### config.mk
export PLATFORM = sky130hd
export DESIGN_NAME = if_id_queue
export DESIGN_NICKNAME = d
export VERILOG_FILES = /design/src/rtl/if_id_queue.sv
export SDC_FILE = /design/constraint.sdc
export NUM_CORES = 1
export LEC_CHECK = 0
export CORE_MARGIN = 1.5
export CORE_UTILIZATION = 60
export CTS_CLUSTER_SIZE = 24
export DETAILED_ROUTE_END_ITERATION = 6
export DONT_BUFFER_PORTS = 1
export GPL_TIMING_DRIVEN = 0
export PLACE_DENSITY = 0.76
export SLEW_MARGIN = 20
export SYNTH_ARGS = -nofsm -noshare
export SYNTH_HDL_FRONTEND = slang
export SYNTH_SLANG_ARGS = --single-unit
### constraint.sdc
create_clock -name clk -period 5.1 [get_ports clk]
set_input_delay 0.51 -clock clk [delete_from_list [all_inputs] [get_ports clk]]
set_output_delay 0.51 -clock clk [all_outputs]
set_load 0.01 [all_outputs]
### src/rtl/if_id_queue.sv
// Fetch-to-decode FIFO of {PC, instruction, misalign} entries with a valid/ready handshake.
// Define IF_ID_QUEUE_BYPASS_EN to forward a pair straight through an empty queue.
module if_id_queue #(
  parameter int          DEPTH     = 2,
  parameter logic [31:0] NOP_INSTR = 32'h0000_0013
) (
  input  logic                     clk,
  input  logic                     res,
  input  logic [31:0]              pc_in,
  input  logic [31:0]              instr_in,
  input  logic                     in_valid,
  output logic                     in_ready,
  input  logic                     flush,
  output logic                     out_valid,
  input  logic                     out_ready,
  output logic [31:0]              pc_out,
  output logic [31:0]              instr_out,
  output logic                     misalign_out,
  output logic [$clog2(DEPTH):0]   count
);

  localparam int PW = $clog2(DEPTH);
  localparam int CW = PW + 1;
  localparam logic [CW-1:0] FULL_CNT = CW'(DEPTH);
  localparam logic [CW-1:0] CNT_ONE  = CW'(1'b1);
  localparam logic [PW-1:0] PTR_ONE  = PW'(1'b1);

  function automatic logic misalign_of(input logic [31:0] pc);
    return |pc[1:0];
  endfunction

  logic [31:0]   pc_mem_r    [DEPTH];
  logic [31:0]   instr_mem_r [DEPTH];
  logic          mis_mem_r   [DEPTH];
  logic [PW-1:0] rd_ptr_r;
  logic [PW-1:0] wr_ptr_r;
  logic [CW-1:0] count_r;

  logic push_s;
  logic pop_s;
  logic store_s;
  logic drain_s;
  logic bypass_s;
  logic empty_s;

  // Handshake decode; in_ready never looks at out_ready so decode cannot reach the PC combinationally.
  always_comb begin
    empty_s  = (count_r == {CW{1'b0}});
    in_ready = (count_r < FULL_CNT) && !flush;
    push_s   = in_valid && in_ready;
`ifdef IF_ID_QUEUE_BYPASS_EN
    bypass_s = empty_s && in_valid && !flush;
`else
    bypass_s = 1'b0;
`endif
    out_valid = !empty_s || bypass_s;
    pop_s     = out_valid && out_ready;
    // A bypassed pair consumed in the same cycle is never written.
    store_s   = push_s && !(bypass_s && out_ready);
    drain_s   = pop_s && !bypass_s;
  end

  // Head presentation: stored entry first, then bypass, otherwise a NOP bubble.
  always_comb begin
    pc_out       = 32'h0000_0000;
    instr_out    = NOP_INSTR;
    misalign_out = 1'b0;
    if (!empty_s) begin
      pc_out       = pc_mem_r[rd_ptr_r];
      instr_out    = instr_mem_r[rd_ptr_r];
      misalign_out = mis_mem_r[rd_ptr_r];
    end else if (bypass_s) begin
      pc_out       = pc_in;
      instr_out    = instr_in;
      misalign_out = misalign_of(pc_in);
    end else begin
      pc_out       = 32'h0000_0000;
      instr_out    = NOP_INSTR;
      misalign_out = 1'b0;
    end
  end

  // Pointer and occupancy state; flush overrides any push or pop in the same cycle.
  always_ff @(posedge clk or negedge res) begin
    if (!res) begin
      rd_ptr_r <= {PW{1'b0}};
      wr_ptr_r <= {PW{1'b0}};
      count_r  <= {CW{1'b0}};
    end else if (flush) begin
      rd_ptr_r <= {PW{1'b0}};
      wr_ptr_r <= {PW{1'b0}};
      count_r  <= {CW{1'b0}};
    end else begin
      if (store_s) begin
        wr_ptr_r <= wr_ptr_r + PTR_ONE;
      end
      if (drain_s) begin
        rd_ptr_r <= rd_ptr_r + PTR_ONE;
      end
      case ({store_s, drain_s})
        2'b10:   count_r <= count_r + CNT_ONE;
        2'b01:   count_r <= count_r - CNT_ONE;
        default: count_r <= count_r;
      endcase
    end
  end

  // Entry storage is deliberately left unreset; only the pointers define what is valid.
  always_ff @(posedge clk) begin
    if (store_s) begin
      pc_mem_r[wr_ptr_r]    <= pc_in;
      instr_mem_r[wr_ptr_r] <= instr_in;
      mis_mem_r[wr_ptr_r]   <= misalign_of(pc_in);
    end
  end

  assign count = count_r;

endmodule

==> impl_metrics.json <==
{
  "gp_congestion": 0.710,
  "worst_path_max_delay_cell": "dfrtp_1",
  "clockPowerShare_pct": 46.6,
  "p_sw_uw": 587,
  "syn_inst": 301,
  "pwr-share-comb_pct": 7.4,
  "dr.pass1.iters": 4,
  "crit_buf_inv": 1,
  "worst_clock_skew_ns": 0.00383,
  "cp_max_fo": 10,
  "fin_nets": 393,
  "antenna_found_initial": 0,
  "grt_pass1_vias": 2573,
  "min_period_ns": 2.41,
  "post-route-period-util_pct": 47.3,
  "tightest_slew_ns": 0.497,
  "ys_seq_elements": 134,
  "clock_latency_ns": 0.49,
  "yosys_warnings": 0,
  "drv_cap": 0,
  "slew_viol_final": 0,
  "hold_viol_final": 0,
  "critPathLaunchType": "flop",
  "end_kind": "primary output",
  "use_met3_pct": 9.95,
  "crit_required_ns": 4.59,
  "yosysSeqAreaShare_pct": 77.3,
  "grt_use_met1_pct": 21.0,
  "ys_types": 22,
  "ant_nets": 0,
  "numCtsBuffers": 17,
  "power.leakage_nw": 2.00,
  "p_seq_share_pct": 45.9,
  "design_area_um2": 6050,
  "wl_per_cell_um": 19.6,
  "clockBufferDepth": 2,
  "fin_hold_ws_ns": 0.0675,
  "grt_overflow": 0,
  "fmax_mhz": 415,
  "swShare_pct": 21.2,
  "grt_max_degree": 52,
  "post_drt_via_cell_ratio": 5.63,
  "setup_violations": 0,
  "grt_use_total_pct": 19.5,
  "syn_area_um2": 5180,
  "rsz0062_at_grt": "false",
  "syn_avg_cell_area_um2": 17.2,
  "placementRows": 33,
  "fin_tns_setup_ns": 0,
  "slew_headroom_pct": 66.8,
  "cts_root_buf": "clkbuf_8",
  "die_w_um": 95.9,
  "final_layout_size_suffix_gt1_share_pct": 15.1,
  "path_clk_slew_ns": 0.06,
  "cts_tree": "done",
  "place_ws_ns": 2.89,
  "cpPeakStageDelay_ns": 0.50,
  "placed_area_um2": 5390,
  "path_cells": "nor2_2, buf_2, nor2_1",
  "pin_count": 138,
  "start_util_pct": 62.4,
  "cp.arrival_ns": 1.90,
  "p_int_mw": 2.19,
  "area_growth_syn_to_layout_pct": 16.7,
  "critical-path-top-delay-family": "simple AND/OR/NAND/NOR gates",
  "core_um2": 8300,
  "wl_um": 8640,
  "worst_slack_ns": 2.69,
  "drc": 0,
  "io_buffers": 0,
  "antenna-diode-count": 0,
  "peakVddDrop_v": 0.000293,
  "rrSetupSlack_ns": 2.92,
  "p_per_area_nw_per_um2": 459,
  "die_h_um": 95.9,
  "dieArea_um2": 9200,
  "hpwl_um": 5830,
  "met2_usage_pct": 31.9,
  "power.total_mw": 2.77,
  "hold_path_class": "in -> reg",
  "status": "complete, no violations",
  "synth_fp_nets": 370,
  "htreeDepth": 4,
  "cts_num_sinks": 134,
  "cts_setup_buffers": 0,
  "worstSetupPathType": "reg -> out",
  "via_count": 2489,
  "top_usage_layer": "met2",
  "drt_iter0_markers": 95,
  "grt_pass1_wl_um": 12600
}
-- cells in the final DEF (no fill, tap or decap), drive strengths merged, types with 2 or more instances in the layout --
cell and count:
clkinvlp 2, dfrtp 4, clkinv 4, nand2 6, clkbuf 18, mux2i 65, inv 4, buf 17
bufinv 5, nor2b 2, nand2b 2, nor2 67, edfxtp 130, o21ai 2
-- area by class of cell --
cell class	instances	area, um2
multi-input combinational	152	1030
inverter	1	3.75
clock buffer	18	418
tap	105	131
buffer	14	156
clock inverter	14	224
sequential	134	4000
fill	523	2250
timing repair buffer	4	77.6
-- kinds of logic after synthesis --
kind of cell    share of synthesized area (%)
compound gates                          0.555
flops                                    77.3
mux                                      12.6
simple gates                             6.20
buf+inv                                  3.09
xor+xnor                                0.338
-- synth_stat cells, drive strengths merged --
cell type  count  area share (%)
a21o           1            0.14
xor2           1            0.17
dfrtp          4             1.9
inv            1           0.072
nand3b         1            0.14
nor2b          2            0.24
and3           1            0.12
mux2i         65              13
xnor2          1            0.17
o21ai          2            0.19
nand2b         2            0.24
edfxtp       130              75
or2            1            0.12
a31oi          1            0.12
buf           14             3.0
nand2          6            0.43
nor2          67             4.9
a21oi          1           0.096
-- registers in the layout, indices dropped and copies added, names as in the netlist --
name / count
count: 2
instr_mem_r: 64
mis_mem_r: 2
pc_mem_r: 64
rd_ptr_r: 1
wr_ptr_r: 1
-- worst reg2reg max path: cells and delay by family (launching register included) --
| kind | cells | cell delay [ns] |
|---|---|---|
| simple gates | 3 | 0.91 |
| buf+inv | 2 | 0.47 |
| flops | 1 | 0.50 |
-- path summary, 6_finish.rpt --
check	to	depth (start not counted)	from
min reg2reg	wr_ptr_r	2	wr_ptr_r
max reg2reg	pc_mem_r[0][27]	5	count[1]
min in group asynchronous	count[0]	1	res
max	instr_out[23]	3	count[1]
max in group asynchronous	rd_ptr_r	1	res
min	count[0]	1	flush
-- per-stage QoR --
stage               util, %  std cells
global placement       64.0        406
detailed placement     65.0        409
global route           72.8        442
finish                 72.8        442
CTS                    72.8        442
floorplan                 -        301
-- power by group through the flow --
| stage | logic, mW | clock network (mW) | registers, mW |
|---|---|---|---|
| floorplan | 0.164 | 0 | 1.30 |
| global placement | 0.197 | 0 | 1.30 |
| detailed placement | 0.209 | 0 | 1.30 |
| CTS | 0.210 | 1.31 | 1.28 |
| global route | 0.224 | 1.36 | 1.28 |
| finish | 0.206 | 1.29 | 1.27 |
-- per-layer routing --
metal  share of wire, %  wire [um]
met4                1.5        126
met5                  0          0
met2                 50       4350
met1                 38       3250
met3                 11        917
-- what timing repair did --
item,in CTS,in global routing
endpoints found under the hold margin,4,0
resized for setup,0,0
hold buffers,1,0
Power figures use the tool's default switching activity.
